## src/rtl/vga_trace_buffer_if.sv

```systemverilog
// Bundles the snooped VGA write port and the debug read port of vga_trace_buffer.
// master = processor/debug-host side, slave = the trace buffer itself.
interface vga_trace_buffer_if #(
  parameter int ADDR_W = 19,
  parameter int DATA_W = 8,
  parameter int TS_W   = 16
);
  logic              vga_we;
  logic [ADDR_W-1:0] vga_addr;
  logic [DATA_W-1:0] vga_data;
  logic              rd_req;
  logic              rd_valid;
  logic [ADDR_W-1:0] rd_addr;
  logic [DATA_W-1:0] rd_data;
  logic [TS_W-1:0]   rd_stamp;

  modport master (
    output vga_we, vga_addr, vga_data, rd_req,
    input  rd_valid, rd_addr, rd_data, rd_stamp
  );

  modport slave (
    input  vga_we, vga_addr, vga_data, rd_req,
    output rd_valid, rd_addr, rd_data, rd_stamp
  );
endinterface

```

## src/rtl/vga_trace_buffer.sv

```systemverilog
// Timestamped circular capture buffer for VGA write strobes with a pop-style read port.
// Optional feature macro TRACE_DEDUP_EN suppresses captures repeating the last accepted {addr, data}.
module vga_trace_buffer #(
  parameter int ADDR_W = 19,
  parameter int DATA_W = 8,
  parameter int DEPTH  = 16,
  parameter int TS_W   = 16
) (
  input  logic                     clock,
  input  logic                     reset,
  input  logic                     clear,
  input  logic                     cap_en,
  input  logic                     wrap_mode,
  vga_trace_buffer_if.slave        bus,
  output logic [$clog2(DEPTH):0]   count,
  output logic                     full,
  output logic                     empty,
  output logic                     overflow,
  output logic [15:0]              drop_cnt
);
  localparam int PTR_W = $clog2(DEPTH);
  localparam int CNT_W = PTR_W + 1;

  typedef struct packed {
    logic [ADDR_W-1:0] addr;
    logic [DATA_W-1:0] data;
    logic [TS_W-1:0]   stamp;
  } entry_t;

  entry_t            mem_q [DEPTH];
  entry_t            rdEntry_q, rdEntry_d;
  logic [PTR_W-1:0]  wrPtr_q, wrPtr_d, rdPtr_q, rdPtr_d;
  logic [CNT_W-1:0]  count_q, count_d;
  logic              full_q, full_d, empty_q, empty_d;
  logic              overflow_q, overflow_d, rdValid_q, rdValid_d;
  logic [15:0]       dropCnt_q, dropCnt_d;
  logic [TS_W-1:0]   stampCnt_q;
  logic              isDup, capture, pop, writeMem, grow;

`ifdef TRACE_DEDUP_EN
  logic                     lastValid_q;
  logic [ADDR_W+DATA_W-1:0] last_q;

  assign isDup = lastValid_q && (last_q == {bus.vga_addr, bus.vga_data});

  // Remembers the most recently accepted capture so back-to-back repeats are dropped silently.
  always_ff @(posedge clock or negedge reset) begin
    if (!reset) begin
      lastValid_q <= 1'b0;
      last_q      <= '0;
    end else if (clear) begin
      lastValid_q <= 1'b0;
    end else if (capture) begin
      lastValid_q <= 1'b1;
      last_q      <= {bus.vga_addr, bus.vga_data};
    end
  end
`else
  assign isDup = 1'b0;
`endif

  assign capture  = bus.vga_we & cap_en & ~isDup;
  assign pop      = bus.rd_req & ~empty_q;
  // A same-edge pop frees the slot, so a full buffer still accepts the write without a drop.
  assign grow     = capture & (~full_q | pop);
  assign writeMem = capture & (~full_q | pop | wrap_mode) & ~clear;

  always_comb begin
    wrPtr_d    = wrPtr_q;
    rdPtr_d    = rdPtr_q;
    overflow_d = overflow_q;
    dropCnt_d  = dropCnt_q;
    rdValid_d  = 1'b0;
    rdEntry_d  = rdEntry_q;
    count_d    = count_q + {{PTR_W{1'b0}}, grow} - {{PTR_W{1'b0}}, pop};
    if (pop) begin
      rdEntry_d = mem_q[rdPtr_q];
      rdValid_d = 1'b1;
      rdPtr_d   = rdPtr_q + PTR_W'(1);
    end
    if (writeMem) begin
      wrPtr_d = wrPtr_q + PTR_W'(1);
    end
    if (capture && full_q && !pop) begin
      overflow_d = 1'b1;
      if (dropCnt_q != 16'hFFFF) begin
        dropCnt_d = dropCnt_q + 16'd1;
      end
      if (wrap_mode) begin
        rdPtr_d = rdPtr_q + PTR_W'(1);
      end
    end
    if (clear) begin
      wrPtr_d    = '0;
      rdPtr_d    = '0;
      count_d    = '0;
      overflow_d = 1'b0;
      dropCnt_d  = '0;
      rdValid_d  = 1'b0;
      rdEntry_d  = rdEntry_q;
    end
    full_d  = (count_d == CNT_W'(DEPTH));
    empty_d = (count_d == '0);
  end

  always_ff @(posedge clock or negedge reset) begin
    if (!reset) begin
      wrPtr_q    <= '0;
      rdPtr_q    <= '0;
      count_q    <= '0;
      full_q     <= 1'b0;
      empty_q    <= 1'b1;
      overflow_q <= 1'b0;
      dropCnt_q  <= '0;
      rdValid_q  <= 1'b0;
      rdEntry_q  <= '0;
      stampCnt_q <= '0;
    end else begin
      wrPtr_q    <= wrPtr_d;
      rdPtr_q    <= rdPtr_d;
      count_q    <= count_d;
      full_q     <= full_d;
      empty_q    <= empty_d;
      overflow_q <= overflow_d;
      dropCnt_q  <= dropCnt_d;
      rdValid_q  <= rdValid_d;
      rdEntry_q  <= rdEntry_d;
      stampCnt_q <= stampCnt_q + TS_W'(1);
    end
  end

  // Storage needs no reset: only entries between the pointers are ever read.
  always_ff @(posedge clock) begin
    if (writeMem) begin
      mem_q[wrPtr_q] <= '{addr: bus.vga_addr, data: bus.vga_data, stamp: stampCnt_q};
    end
  end

  assign bus.rd_valid = rdValid_q;
  assign bus.rd_addr  = rdEntry_q.addr;
  assign bus.rd_data  = rdEntry_q.data;
  assign bus.rd_stamp = rdEntry_q.stamp;
  assign count        = count_q;
  assign full         = full_q;
  assign empty        = empty_q;
  assign overflow     = overflow_q;
  assign drop_cnt     = dropCnt_q;
endmodule

```

## src/flat_wrapper.sv

```systemverilog
// flat-port wrapper written by rule: the top's interface ports become plain ports
module vga_trace_buffer_flat 
#(
  parameter int ADDR_W = 19,
  parameter int DATA_W = 8,
  parameter int DEPTH  = 16,
  parameter int TS_W   = 16
)
  (clock, reset, clear, cap_en, wrap_mode, count, full, empty, overflow, drop_cnt, bus_vga_we, bus_vga_addr, bus_vga_data, bus_rd_req, bus_rd_valid, bus_rd_addr, bus_rd_data, bus_rd_stamp);
  vga_trace_buffer_if #(.ADDR_W(ADDR_W), .DATA_W(DATA_W), .TS_W(TS_W)) bus_i ();
  input  logic clock;
  input  logic reset;
  input  logic clear;
  input  logic cap_en;
  input  logic wrap_mode;
  output logic [$clog2(DEPTH):0] count;
  output logic full;
  output logic empty;
  output logic overflow;
  output logic [15:0] drop_cnt;
  input wire logic [$bits(bus_i.vga_we)-1:0] bus_vga_we;
  input wire logic [$bits(bus_i.vga_addr)-1:0] bus_vga_addr;
  input wire logic [$bits(bus_i.vga_data)-1:0] bus_vga_data;
  input wire logic [$bits(bus_i.rd_req)-1:0] bus_rd_req;
  output wire logic [$bits(bus_i.rd_valid)-1:0] bus_rd_valid;
  output wire logic [$bits(bus_i.rd_addr)-1:0] bus_rd_addr;
  output wire logic [$bits(bus_i.rd_data)-1:0] bus_rd_data;
  output wire logic [$bits(bus_i.rd_stamp)-1:0] bus_rd_stamp;
  assign bus_i.vga_we = bus_vga_we;
  assign bus_i.vga_addr = bus_vga_addr;
  assign bus_i.vga_data = bus_vga_data;
  assign bus_i.rd_req = bus_rd_req;
  assign bus_rd_valid = bus_i.rd_valid;
  assign bus_rd_addr = bus_i.rd_addr;
  assign bus_rd_data = bus_i.rd_data;
  assign bus_rd_stamp = bus_i.rd_stamp;
  vga_trace_buffer #(.ADDR_W(ADDR_W), .DATA_W(DATA_W), .DEPTH(DEPTH), .TS_W(TS_W)) u_core (.clock(clock), .reset(reset), .clear(clear), .cap_en(cap_en), .wrap_mode(wrap_mode), .bus(bus_i), .count(count), .full(full), .empty(empty), .overflow(overflow), .drop_cnt(drop_cnt));
endmodule
```

## config.mk

```make
export PLATFORM = sky130hd
export DESIGN_NAME = vga_trace_buffer_flat
export DESIGN_NICKNAME = d
export VERILOG_FILES = /design/src/rtl/vga_trace_buffer_if.sv /design/src/rtl/vga_trace_buffer.sv /design/src/flat_wrapper.sv
export SDC_FILE = /design/constraint.sdc
export NUM_CORES = 1
export LEC_CHECK = 0
export BUFFER_PORTS_ARGS = -buffer_cell sky130_fd_sc_hd__buf_2
export CAP_MARGIN = 20
export CORE_ASPECT_RATIO = 0.7
export CORE_UTILIZATION = 30
export CTS_BUF_LIST = sky130_fd_sc_hd__clkbuf_4
export CTS_CLUSTER_SIZE = 10
export DETAILED_ROUTE_END_ITERATION = 8
export SLEW_MARGIN = 15
export SYNTH_ARGS = -nofsm -noshare
export SYNTH_HDL_FRONTEND = slang
export SYNTH_SLANG_ARGS = --single-unit
```

## constraint.sdc

```tcl
create_clock -name clock -period 10.6 [get_ports clock]
set_input_delay 0 -clock clock [delete_from_list [all_inputs] [get_ports clock]]
set_output_delay 0 -clock clock [all_outputs]
set_load 0.02 [all_outputs]
```

==> impl_metrics.json <==
{
  "end_kind": "register",
  "syn_area_mm2": 0.0300,
  "crit_path_top_delay_cell": "buf_12",
  "setup_viol": 0,
  "min_path_type": "in2reg",
  "rr_worst_depth": 5,
  "yosys.cell_types.count": 55,
  "worstSetupPathType": "reg2reg",
  "drt_wl_total_mm": 72.1,
  "drive_gt1_share_pct": 30.4,
  "antenna_found_initial": 3,
  "layout_commonest_cell": "edfxtp_1",
  "grt_overflow_total": 0,
  "r2r_start": "u_core.rdPtr_q[0]$_DFF_PN0_",
  "hpwl_mm": 35.3,
  "dr.first_iter.drc_count": 1374,
  "numCtsBuffers": 179,
  "min_period_over_period_pct": 32.2,
  "whs_ps": 222,
  "syn_inst": 1521,
  "slowest_delay_ps": 690,
  "clock_latency_ps": 1030,
  "timing.max_cap.violations": 0,
  "vias": 16000,
  "syn_avg_cell_area_um2": 19.7,
  "worst_pin_slew_ps": 1050,
  "cts_tree": "built",
  "fillers": 9217,
  "routed_via_density": 4.85,
  "dieHeight_um": 267,
  "gp_congestion": 0.728,
  "reg2reg_to": "u_core.bus.rd_data[5]$_DFFE_PN0P_",
  "slew_headroom_pct": 29.1,
  "cts_resized": 0,
  "cp-start-kind": "register",
  "cts.clk_slew.worst_paths_ps": 70,
  "nNetsFinal": 1873,
  "synth_warnings": 0,
  "finalHoldViolCount": 0,
  "crit_end": "u_core.bus.rd_data[5]$_DFFE_PN0P_",
  "drc": 0,
  "hold_path_depth": 6,
  "start_util_pct": 30.5,
  "synth_seq_area_share_pct": 76.5,
  "portBuffers": 101,
  "flow.area_growth_from_synthesis_pct": 18.0,
  "synth_edf_count": 688,
  "cts_buffer_depth": 3,
  "worstSetupStartpoint": "u_core.rdPtr_q[0]$_DFF_PN0_",
  "synth_flop_cell": "edfxtp_1",
  "drt_pass1_iterations": 5,
  "arrival_ps": 4260,
  "cellLeakagePower_nw": 11.7,
  "status": "finished clean",
  "grt_use_total_pct": 14.3,
  "finalMaxSlewViolations": 0,
  "cts_sinks": 780,
  "ios": 102,
  "synthArstFlopShare_pct": 11.8,
  "grt_pass1_vias": 16700,
  "crit_chain": "buf_4 > buf_12 > mux4_2 > a22oi_1 > nand3_1",
  "postCtsSetupRepairBufs": 0,
  "h-tree-depth": 4,
  "reg2reg_slack_ps": 7190,
  "final_cell_mix": "edfxtp_1, clkbuf_4, mux4_2",
  "rsz0062_at_grt": "no",
  "synth-seq-cells": 780,
  "root_buffer": "clkbuf_4",
  "fin_setup_tns_ps": 0,
  "peakVddDrop_uv": 118,
  "grt_start_max_net_pins": 121,
  "postRouteAntennaNets": 0,
  "skew_ps": 72.1,
  "syn_nets": 1567,
  "utilization_pct": 35.9,
  "cp.required_ps": 11440,
  "grt_first_pass_wirelength_mm": 107,
  "rows": 96,
  "worstPathMaxFanout": 120,
  "dieArea_mm2": 0.101,
  "holdBufCountCts": 74,
  "coreArea_mm2": 0.0985,
  "power_density_mw_per_mm2": 198,
  "die_x_um": 380,
  "fin_crit_ps": 3410,
  "max_freq_mhz": 293,
  "wire_per_inst_um": 21.8
}
==> area by class of cell <==
type | instances | area, um2 | share of cell area (%)
Antenna cell | 6 | 15.0 | 0.0424
Clock buffer | 292 | 2190 | 6.19
Clock inverter | 37 | 330 | 0.933
Inverter | 15 | 56.3 | 0.159
Multi-Input combinational cell | 647 | 6670 | 18.9
Sequential cell | 780 | 23000 | 64.9
Tap cell | 1323 | 1660 | 4.68
Timing Repair Buffer | 204 | 1500 | 4.23
==> metal layers <==
metal	vias to the layer above	track usage (%)	part of all wire (%)
li1	6980	-	-
met1	8418	19.6	46
met2	514	22.4	47
met3	96	3.04	5.6
met4	0	4.89	1.7
met5	-	0	0
==> synthesized netlist by cell type, types with 5 or more instances <==
library cell,count,area [um2]
nor2b_1,11,68.8
ha_1,11,138
nand4_1,8,50.1
edfxtp_1,688,20700
buf_2,26,130
inv_1,15,56.3
xor2_1,10,87.6
nor3_1,10,50.1
and4_1,6,52.6
nand2_1,65,244
o211ai_1,43,323
xnor2_1,12,105
mux4_2,129,2910
buf_6,11,124
mux2_2,5,56.3
or4_1,8,60.1
mux2i_1,87,871
a22oi_1,85,638
nor2_1,31,116
nand3_1,55,275
dfrtp_1,91,2280
buf_1,7,26.3
clkbuf_1,30,113
buf_4,5,37.5
nand2b_1,6,37.5
a21oi_1,16,80.1
o31ai_1,8,60.1
o21ai_0,5,25.0
==> power breakdown <==
group / total, mW / switching [mW] / internal (mW)
Combinational: 0.892 / 0.517 / 0.375
Sequential: 3.54 / 0.105 / 3.43
Clock: 2.58 / 1.17 / 1.41
==> metrics by stage <==
step           worst slack [ps]  power [mW]  area (um2)  std cells
2_1_floorplan              5920        4.18       30000       1521
3_3_place_gp               7280        4.48       32100       2895
3_5_place_dp               7260        4.50       32100       2895
4_1_cts                    7190        7.11       35400       3298
5_1_grt                    6990        7.34       35400       3304
6_report                   7190        7.01       35400       3304
==> critical path, delay by kind of cell, from the launching register on <==
kind / cells / cell delay [ps]
muxes: 1 / 610
buffers and inverters: 2 / 1360
AOI/OAI and AO/OA: 1 / 200
and+or+nand+nor: 1 / 100
DFF: 1 / 680
==> worst min-delay path by stage <==
stage                                         to  slack [ps]  startpoint
3_3_place_gp           u_core.count[1]$_DFF_PN0_         100       reset
3_5_place_dp           u_core.count[0]$_DFF_PN0_         120       reset
2_1_floorplan  u_core.bus.rd_addr[0]$_DFFE_PN0P_        -300       reset
4_1_cts              u_core.rdPtr_q[0]$_DFF_PN0_          90      cap_en
6_report             u_core.rdPtr_q[0]$_DFF_PN0_         220      cap_en
5_1_grt              u_core.rdPtr_q[0]$_DFF_PN0_         180      cap_en
==> cells by family after synthesis <==
group / Yosys count / share of synthesized area (%)
compound gates: 168 / 4.05
fa+ha+maj: 12 / 0.525
flops: 780 / 76.5
buf+inv: 94 / 1.62
simple gates: 224 / 3.84
xor+xnor: 22 / 0.642
mux: 221 / 12.8
==> state kept, by name (all words and copies together), names as in the netlist <==
register / cells
u_core.bus.rd_addr: 19
u_core.bus.rd_data: 8
u_core.bus.rd_stamp: 16
u_core.bus.rd_valid: 1
u_core.count: 5
u_core.drop_cnt: 16
u_core.empty: 1
u_core.full: 1
u_core.mem_q: 688
u_core.overflow: 1
u_core.rdPtr_q: 4
u_core.stampCnt_q: 16
u_core.wrPtr_q: 4
No activity file was read; power rests on OpenSTA's default activity.
